--- src/rtl/psg_pkg.sv ---
// psg_pkg: shared definitions for the PSG access scheduler.
//   - psg_state_t   : aux-port sequencer states
//   - PSG_SEL_ADDR  : bus address of the PSG register-select latch
//   - PSG_DATA_ADDR : bus address of the PSG register-data port
//   - register indices of the PSG register file
package psg_pkg;

  typedef enum logic [2:0] {
    ST_IDLE    = 3'd0,
    ST_SEL     = 3'd1,
    ST_DATA    = 3'd2,
    ST_RESTORE = 3'd3,
    ST_DONE    = 3'd4
  } psg_state_t;

  localparam logic [7:0] PSG_SEL_ADDR  = 8'h00;
  localparam logic [7:0] PSG_DATA_ADDR = 8'h02;

  localparam logic [3:0] TONE_A_FINE = 4'd0;
  localparam logic [3:0] MIXER       = 4'd7;
  localparam logic [3:0] PORT_A      = 4'd14;
  localparam logic [3:0] PORT_B      = 4'd15;

endpackage

--- src/rtl/psg_bus_mux.sv ---
// psg_bus_mux: combinational owner selection for the PSG bus.
//   cpu_act            : CPU owns the bus; cpu_* pass straight through
//   cpu_sel/ds/rw/addr/din : CPU bus strobes and payload
//   fsm_drive          : sequencer owns the bus when the CPU is quiet
//   fsm_rw/addr/din    : sequencer bus cycle (always selected, ds low)
//   psg_sel/ds/rw/addr/din : resulting PSG bus; idle pattern when nobody drives
module psg_bus_mux (
  input  logic       cpu_act,
  input  logic       cpu_sel,
  input  logic       cpu_ds,
  input  logic       cpu_rw,
  input  logic [7:0] cpu_addr,
  input  logic [7:0] cpu_din,
  input  logic       fsm_drive,
  input  logic       fsm_rw,
  input  logic [7:0] fsm_addr,
  input  logic [7:0] fsm_din,
  output logic       psg_sel,
  output logic       psg_ds,
  output logic       psg_rw,
  output logic [7:0] psg_addr,
  output logic [7:0] psg_din
);

  always_comb begin
    psg_sel  = 1'b0;
    psg_ds   = 1'b1;
    psg_rw   = 1'b1;
    psg_addr = 8'h00;
    psg_din  = 8'h00;
    if (cpu_act) begin
      psg_sel  = cpu_sel;
      psg_ds   = cpu_ds;
      psg_rw   = cpu_rw;
      psg_addr = cpu_addr;
      psg_din  = cpu_din;
    end else if (fsm_drive) begin
      psg_sel  = 1'b1;
      psg_ds   = 1'b0;
      psg_rw   = fsm_rw;
      psg_addr = fsm_addr;
      psg_din  = fsm_din;
    end
  end

endmodule

--- src/rtl/psg_access_sched.sv ---
// psg_access_sched: shares one PSG bus between the CPU (always first) and an
// IO-controller aux port. An aux access is a select write, a data access and
// a select restore so the CPU's view of the select latch is left unchanged.
//   clk, reset_n        : clock, asynchronous active-low reset
//   cpu_sel/ds/rw/addr/din : CPU bus (ds active-low, rw=1 read)
//   aux_req/we/reg/wdata: aux request, held until aux_ack
//   aux_ack, aux_rdata  : completion pulse and read data
//   aux_busy            : sequencer not idle
//   aux_stalls          : saturating count of CPU-preempted cycles
//   psg_sel/ds/rw/addr/din, psg_dout : PSG bus
module psg_access_sched
  import psg_pkg::*;
#(
  parameter logic [7:0] SEL_ADDR  = PSG_SEL_ADDR,
  parameter logic [7:0] DATA_ADDR = PSG_DATA_ADDR
) (
  input  logic       clk,
  input  logic       reset_n,
  input  logic       cpu_sel,
  input  logic       cpu_ds,
  input  logic       cpu_rw,
  input  logic [7:0] cpu_addr,
  input  logic [7:0] cpu_din,
  input  logic       aux_req,
  input  logic       aux_we,
  input  logic [3:0] aux_reg,
  input  logic [7:0] aux_wdata,
  output logic       aux_ack,
  output logic [7:0] aux_rdata,
  output logic       aux_busy,
  output logic [7:0] aux_stalls,
  output logic       psg_sel,
  output logic       psg_ds,
  output logic       psg_rw,
  output logic [7:0] psg_addr,
  output logic [7:0] psg_din,
  input  logic [7:0] psg_dout
);

  psg_state_t state, state_nxt;

  logic [3:0] lat_reg;
  logic       lat_we;
  logic [7:0] lat_wdata;
  logic [3:0] sel_shadow;

  logic       cpu_act;
  logic       cpu_sel_wr;
  logic       fsm_drive;
  logic       fsm_rw;
  logic [7:0] fsm_addr;
  logic [7:0] fsm_din;

  assign cpu_act    = cpu_sel & ~cpu_ds;
  assign cpu_sel_wr = cpu_act & ~cpu_rw & (cpu_addr == SEL_ADDR);
  assign aux_busy   = (state != ST_IDLE);

  // Next state and sequencer bus cycle
  always_comb begin
    state_nxt = state;
    fsm_drive = 1'b0;
    fsm_rw    = 1'b1;
    fsm_addr  = 8'h00;
    fsm_din   = 8'h00;

    // A CPU cycle voids the aux cycle; a CPU select write during the data
    // phase has moved the PSG latch, so the select must be re-issued.
    if (cpu_act) begin
      if (state == ST_DATA && cpu_sel_wr) state_nxt = ST_SEL;
    end else begin
      case (state)
        ST_IDLE:    if (aux_req) state_nxt = ST_SEL;
        ST_SEL:     state_nxt = ST_DATA;
        ST_DATA:    state_nxt = ST_RESTORE;
        ST_RESTORE: state_nxt = ST_DONE;
        ST_DONE:    state_nxt = ST_IDLE;
        default:    state_nxt = ST_IDLE;
      endcase
    end

    case (state)
      ST_SEL: begin
        fsm_drive = 1'b1;
        fsm_rw    = 1'b0;
        fsm_addr  = SEL_ADDR;
        fsm_din   = {4'h0, lat_reg};
      end
      ST_DATA: begin
        fsm_drive = 1'b1;
        if (lat_we) begin
          fsm_rw   = 1'b0;
          fsm_addr = DATA_ADDR;
          fsm_din  = lat_wdata;
        end else begin
          fsm_rw   = 1'b1;
          fsm_addr = SEL_ADDR;
        end
      end
      ST_RESTORE: begin
        fsm_drive = 1'b1;
        fsm_rw    = 1'b0;
        fsm_addr  = SEL_ADDR;
        fsm_din   = {4'h0, sel_shadow};
      end
      default: ;
    endcase
  end

  // Registered control, request latch, shadow and counters
  always_ff @(posedge clk or negedge reset_n) begin
    if (!reset_n) begin
      state      <= ST_IDLE;
      aux_ack    <= 1'b0;
      aux_rdata  <= 8'h00;
      aux_stalls <= 8'h00;
      sel_shadow <= 4'h0;
      lat_reg    <= 4'h0;
      lat_we     <= 1'b0;
      lat_wdata  <= 8'h00;
    end else begin
      state <= state_nxt;
      // Pulse only on entry, so a CPU-held DONE still acks once.
      aux_ack <= (state_nxt == ST_DONE) && (state != ST_DONE);
      if (state == ST_IDLE && state_nxt == ST_SEL) begin
        lat_reg   <= aux_reg;
        lat_we    <= aux_we;
        lat_wdata <= aux_wdata;
      end
      if (state == ST_DATA && !cpu_act && !lat_we) aux_rdata <= psg_dout;
      if (cpu_sel_wr) sel_shadow <= cpu_din[3:0];
      if (cpu_act && aux_stalls != 8'hFF) aux_stalls <= aux_stalls + 8'd1;
    end
  end

  psg_bus_mux u_mux (
    .cpu_act   (cpu_act),
    .cpu_sel   (cpu_sel),
    .cpu_ds    (cpu_ds),
    .cpu_rw    (cpu_rw),
    .cpu_addr  (cpu_addr),
    .cpu_din   (cpu_din),
    .fsm_drive (fsm_drive),
    .fsm_rw    (fsm_rw),
    .fsm_addr  (fsm_addr),
    .fsm_din   (fsm_din),
    .psg_sel   (psg_sel),
    .psg_ds    (psg_ds),
    .psg_rw    (psg_rw),
    .psg_addr  (psg_addr),
    .psg_din   (psg_din)
  );

endmodule

--- config.mk ---
export PLATFORM = sky130hd
export DESIGN_NAME = psg_access_sched
export DESIGN_NICKNAME = d
export VERILOG_FILES = /design/src/rtl/psg_pkg.sv /design/src/rtl/psg_bus_mux.sv /design/src/rtl/psg_access_sched.sv
export SDC_FILE = /design/constraint.sdc
export NUM_CORES = 1
export LEC_CHECK = 0
export BUFFER_PORTS_ARGS = -buffer_cell sky130_fd_sc_hd__buf_2
export CORE_MARGIN = 5
export CORE_UTILIZATION = 47
export DETAILED_ROUTE_END_ITERATION = 7
export PLACE_DENSITY = 0.79
export SLEW_MARGIN = 20
export SYNTH_ARGS = -nofsm -noshare
export SYNTH_HDL_FRONTEND = slang
export SYNTH_SLANG_ARGS = --single-unit
--- constraint.sdc ---
create_clock -name clk -period 2.4 [get_ports clk]
set_clock_uncertainty 0.2 [all_clocks]
set_input_delay 0.24 -clock clk [delete_from_list [all_inputs] [get_ports clk]]
set_output_delay 0.24 -clock clk [all_outputs]
set_load 0.01 [all_outputs]
# [After elaboration in Yosys (flattened, before gate mapping)]
# Cells that the tools add are included.
[op_classes] n_addsub=1 eq_ne=7 muxes=21 bitwise=5 reduce_logical=13
[ops] op="8-bit two-way mux" count=4
[ops] op="8-bit one-hot mux with 3 select lines" count=1
[ops] op="3-bit one-hot mux with 4 select lines" count=1
[ops] op="3-bit two-way mux" count=3
[ops] op="8-bit by 1-bit adder with 8-bit output (second input constant)" count=1
[ops] op="8-bit logical NOT" count=1
[ops] op="1-bit two-way mux" count=8
[ops] op="8-bit != test (second input constant)" count=1
[ops] op="3-bit by 1-bit equality test with 1-bit output (second input constant)" count=2
[ops] op="3-bit by 2-bit equality test with 1-bit output (second input constant)" count=2
[ops] op="1-bit logical AND" count=6
[ops] op="2-bit two-way mux" count=3
[ops] op="1-bit bitwise AND" count=3
[ops] op="3-bit equality test (second input constant)" count=1
[ops] op="3-bit logical NOT" count=1
[ops] op="3-bit != test (second input constant)" count=1
[ops] op="3-bit nonzero test" count=1
[ops] op="3-bit OR reduction" count=1
[ops] op="1-bit logical NOT" count=2
[ops] op="1-bit inverter" count=2
[ops] op="1-bit one-hot mux with 2 select lines" count=1
[ops] op="2-bit OR reduction" count=1
[word_totals] register_bits=37 output_inout_bits=37

# [Depth between registers and ports, before layout]
[logic_depth] depth_word=9 mapped_depth=6 ltp_nobuf=4

# [Cells and area by module]
# A second synthesis with hierarchy kept.
[hier_totals] cells_unflattened=175 area_unflattened_um2=2000.7
[by_module_without_submodules] module="psg_access_sched" instances=1 cells_each=144 area_per_inst_um2=1775.5 seq_area_each_um2=925.9
[by_module_without_submodules] module="psg_bus_mux" instances=1 cells_each=31 area_per_inst_um2=225.2 seq_area_each_um2=0.0

# [Least setup slack after synthesis]
# Ideal clock, no wire load.
[synth_path] path_type="flip-flop to flip-flop" from="reg state[2]" to="reg lat_reg[1]" setup_time_ns=0.125 arrival_time_ns=1.796 required_time_ns=2.075 path_slack_ns=0.279 path_stages_with_launch=7 path_buffers=3 synth_period_minus_slack_ns=2.121 cell_sequence="dfrtp_1 buf_6 or3_4 or3b_1 buf_6 buf_12 mux2_4"
[synth_via] elab_chain_cells=6
[synth_lines] item="start: declaration" line_no="psg_access_sched.sv:40" text="psg_state_t state, state_nxt;"
[synth_lines] item="start signal: assignment" line_no="psg_access_sched.sv:121" text="state <= state_nxt;"
[synth_lines] item="parallel branches: the longest is 5 deep, another holds 3-bit one-hot mux with 4 select lines"
[synth_lines] item="1-bit logical AND (*)" line_no="psg_access_sched.sv:124" text="if (state == ST_IDLE && state_nxt == ST_SEL) begin"
[synth_lines] item="end signal: assignment" line_no="psg_access_sched.sv:125" text="lat_reg <= aux_reg;"
[synth_lines] item="end: declaration" line_no="psg_access_sched.sv:42" text="logic [3:0] lat_reg;"
# Mark *: on every way between the ends.
# A chain may end at the register's enable or synchronous reset.

# [Worst setup path in the final report]
[layout_path] from="reg state[0]" to="out psg_din[3]"
[layout_via] elab_chain_cells=5
[layout_lines] item="3-bit by 2-bit equality test with 1-bit output / 3-bit by 1-bit equality test with 1-bit output (equally long branches)" line_no="psg_access_sched.sv:81" text="case (state)"
[layout_lines] item="3-bit OR reduction (no source line)"
[layout_lines] item="1-bit two-way mux" line_no="psg_access_sched.sv:81"
[layout_lines] item="8-bit two-way mux (*)" line_no="psg_bus_mux.sv:37" text="end else if (fsm_drive) begin"
[layout_lines] item="8-bit two-way mux (*)" line_no="psg_bus_mux.sv:31" text="if (cpu_act) begin"
[layout_lines] item="end: declaration" line_no="psg_access_sched.sv:36" text="output logic [7:0] psg_din,"
# Every way passes the cells marked *; elsewhere a longest branch is shown, timed or not.

==> reports/results.ini <==
[run_status]
status=complete, no violations

[sta]
drv_slew=0
hold_viol=0
finalSetupViolCount=0
fin_crit_ns=2.23
finalSetupTns_ns=0
slew_headroom_pct=47.0
finalCritPeriodShare_pct=92.9
whs_ns=0.00998
fmax_mhz=449
grt_setup_unrepaired=no
worstMarginPinSlew_ns=0.795

[placed_design]
globalplace.congestion=0.762
port_buffers=79
dpl.hpwl_mm=3.45

[synth]
synth_edf_count=0
synth-main-ff-cell=dfrtp_1
synth_top_family_by_area=multiplexers
synth_xor_xnor_area_share_pct=0.924
synth_cell_type_count=37
synth_compound_area_share_pct=7.33
yosysSeqAreaShare_pct=48.8
async_flop_share_pct=100
synth-adder-area-share_pct=0.660
syn-mean-instance-area_um2=11.0
synth_area_um2=1900
synth_seq_cells=37
synthSimpleGateAreaFrac_pct=18.7
syn_nets=217
synthMuxAreaShare_pct=19.5
syn_inst=173
yosysWarnings=0

[worst_setup_path]
path_class=reg2out
start_kind=flip-flop
critPathMaxFanout=8
rr_worst_depth=4
timing.rr.end=lat_reg[1]$_DFFE_PN0P_
cp.arrival_ns=1.79
crit_required_ns=1.96
crit_start=state[0]$_DFF_PN0_
crit_path_end_kind=output port
worst-r2r-setup-slack_ns=0.30
r2r_start=state[2]$_DFF_PN0_

[final_layout]
nets=322
top_regs=aux_rdata (8), aux_stalls (8), lat_wdata (8)
diodes=0
layout-drive-gt1-share_pct=44.4
final_cell_mix=buf_2 (79), dfrtp_1 (36), dlygate4sd3_1 (21), nand2_1 (19), mux2_2 (16)
final_common_cell=buf_2
utilization_pct=67.4
synthToLayoutAreaGrowth_pct=40.2

[routing]
drcViolationCount=0
num_vias=1643
viasPerCell=4.99
post_drt_wl_per_cell_um=14.6
wirelength_mm=4.80
dr.pass1.iters=3
drtIter0Drc=59
postRouteAntennaNets=0

[cts]
cts_buffer_depth=2
clock_latency_ns=0.28
cts_buffers=5
root_buffer=clkbuf_8
cts_tree=built
clk_pin_slew_worst_paths_ns=0.07
cts_sinks=37
cts.htree.levels=2

[hold_path]
hold_depth=2
hold_path_class=in2reg
hp-start=aux_wdata[0]
holdPathEnd=lat_wdata[0]$_DFFE_PN0P_

[power]
leakage_nw=1.36
switchingPower_mw=0.986
p_sw_share_pct=35.5
p_comb_share_pct=42.8
pwr_density_cell_nw_per_um2=1040
ir_drop_mv=0.626
total_power_mw=2.77
seqPwrFrac_pct=40.2
intPower_mw=1.79
clkPwrFrac_pct=17.0

[global_routing]
grt_overflow=0
grt_pass1_vias=1579
antenna_found_initial=0
grt_pass1_wl_mm=7.62
grt_use_total_pct=18.6
grt_max_degree=38

[die]
die_h_um=73.5
num_rows=23
start_util_pct=48.1
coreArea_um2=3940
ios=80
die_x_um=73.5
die-area_um2=5400

[job]
max-cap-violations=0

-- cells by family (layout without fill, tap and decap cells) --
kind of cell / count (synthesis) / count (layout)
XOR/XNOR: 2 / 2
buffers and inverters: 12 / 118
adder cells (fa/ha/maj): 1 / 1
flip-flops: 37 / 37
AND/OR/NAND/NOR: 67 / 67
AO/OA/AOI/OAI: 24 / 24
multiplexers: 30 / 30
-- worst max-delay path, cell delays in order, from the launching register on --
cell and delay (ns):
dfrtp_1 0.46, nand2b_1 0.23, nor3b_2 0.22, buf_4 0.19, a21oi_1 0.08, o21ai_1 0.17
buf_2 0.17
-- power by group through the flow --
stage	combinational [mW]	sequential [mW]	clock [mW]
after floorplan	0.750	1.12	0
after CTS	1.19	1.11	0.480
final	1.19	1.12	0.472
after detailed placement	1.15	1.12	0
after global placement	1.13	1.10	0
after global routing	1.29	1.16	0.510
-- Yosys cell counts, types with 2 or more instances --
cell type | instances | area, µm²
a31oi_1 | 3 | 18.8
o21ai_0 | 8 | 40.0
dfrtp_1 | 37 | 926
nand3_1 | 8 | 40.0
nand4_1 | 2 | 12.5
mux2_2 | 16 | 180
and2_1 | 7 | 43.8
nor2_1 | 9 | 33.8
nand2_1 | 19 | 71.3
clkbuf_1 | 5 | 18.8
mux2i_1 | 4 | 40.0
nor4_1 | 2 | 12.5
buf_6 | 2 | 22.5
nand2b_1 | 5 | 31.3
mux2_4 | 10 | 150
inv_1 | 4 | 15.0
nor3_1 | 5 | 25.0
and4_1 | 2 | 17.5
a21oi_1 | 7 | 35.0
-- timing repair --
action | 4_1_cts | 5_1_grt
hold endpoints to repair | 56 | 1
gates resized for setup | 0 | 3
buffers inserted | 0 | 0
hold buffers | 20 | 1
setup endpoints to repair | 0 | 4
-- final cells by class --
class	count	area [µm²]
well taps	50	62.6
repair buffers	106	651
multi-input cells	124	901
fillers	319	1280
clock buffers	7	96.3
clock inverters	1	5.00
flip-flops and latches	37	927
inverters	4	15.0
-- through the flow --
step | cells | area (µm²) | setup WS, ns
after global placement | 300 | 2340 | 0.366
after global routing | 329 | 2660 | 0.0203
final | 329 | 2660 | 0.171
after CTS | 328 | 2640 | 0.0791
after detailed placement | 300 | 2340 | 0.324
after floorplan | 173 | 1900 | 0.279
-- worst max-delay path by stage --
stage | end | slack (ns)
6_report | psg_din[3] | 0.17
5_1_grt | psg_din[3] | 0.02
4_1_cts | psg_din[3] | 0.08
3_5_place_dp | sel_shadow[0]$_DFFE_PN0N_ | 0.32
3_3_place_gp | lat_reg[3]$_DFFE_PN0P_ | 0.37
2_1_floorplan | lat_reg[1]$_DFFE_PN0P_ | 0.28
-- routing by layer --
| metal | wire, µm | vias to the layer above | global-route usage (%) |
|---|---|---|---|
| met3 | 280 | 7 | 4.65 |
| met2 | 2450 | 40 | 31.4 |
| met5 | 0 | - | 0 |
| met4 | 74 | 0 | 6.04 |
| met1 | 2000 | 776 | 23.3 |
| li1 | - | 820 | - |
No activity file was read; power rests on OpenSTA's default activity.
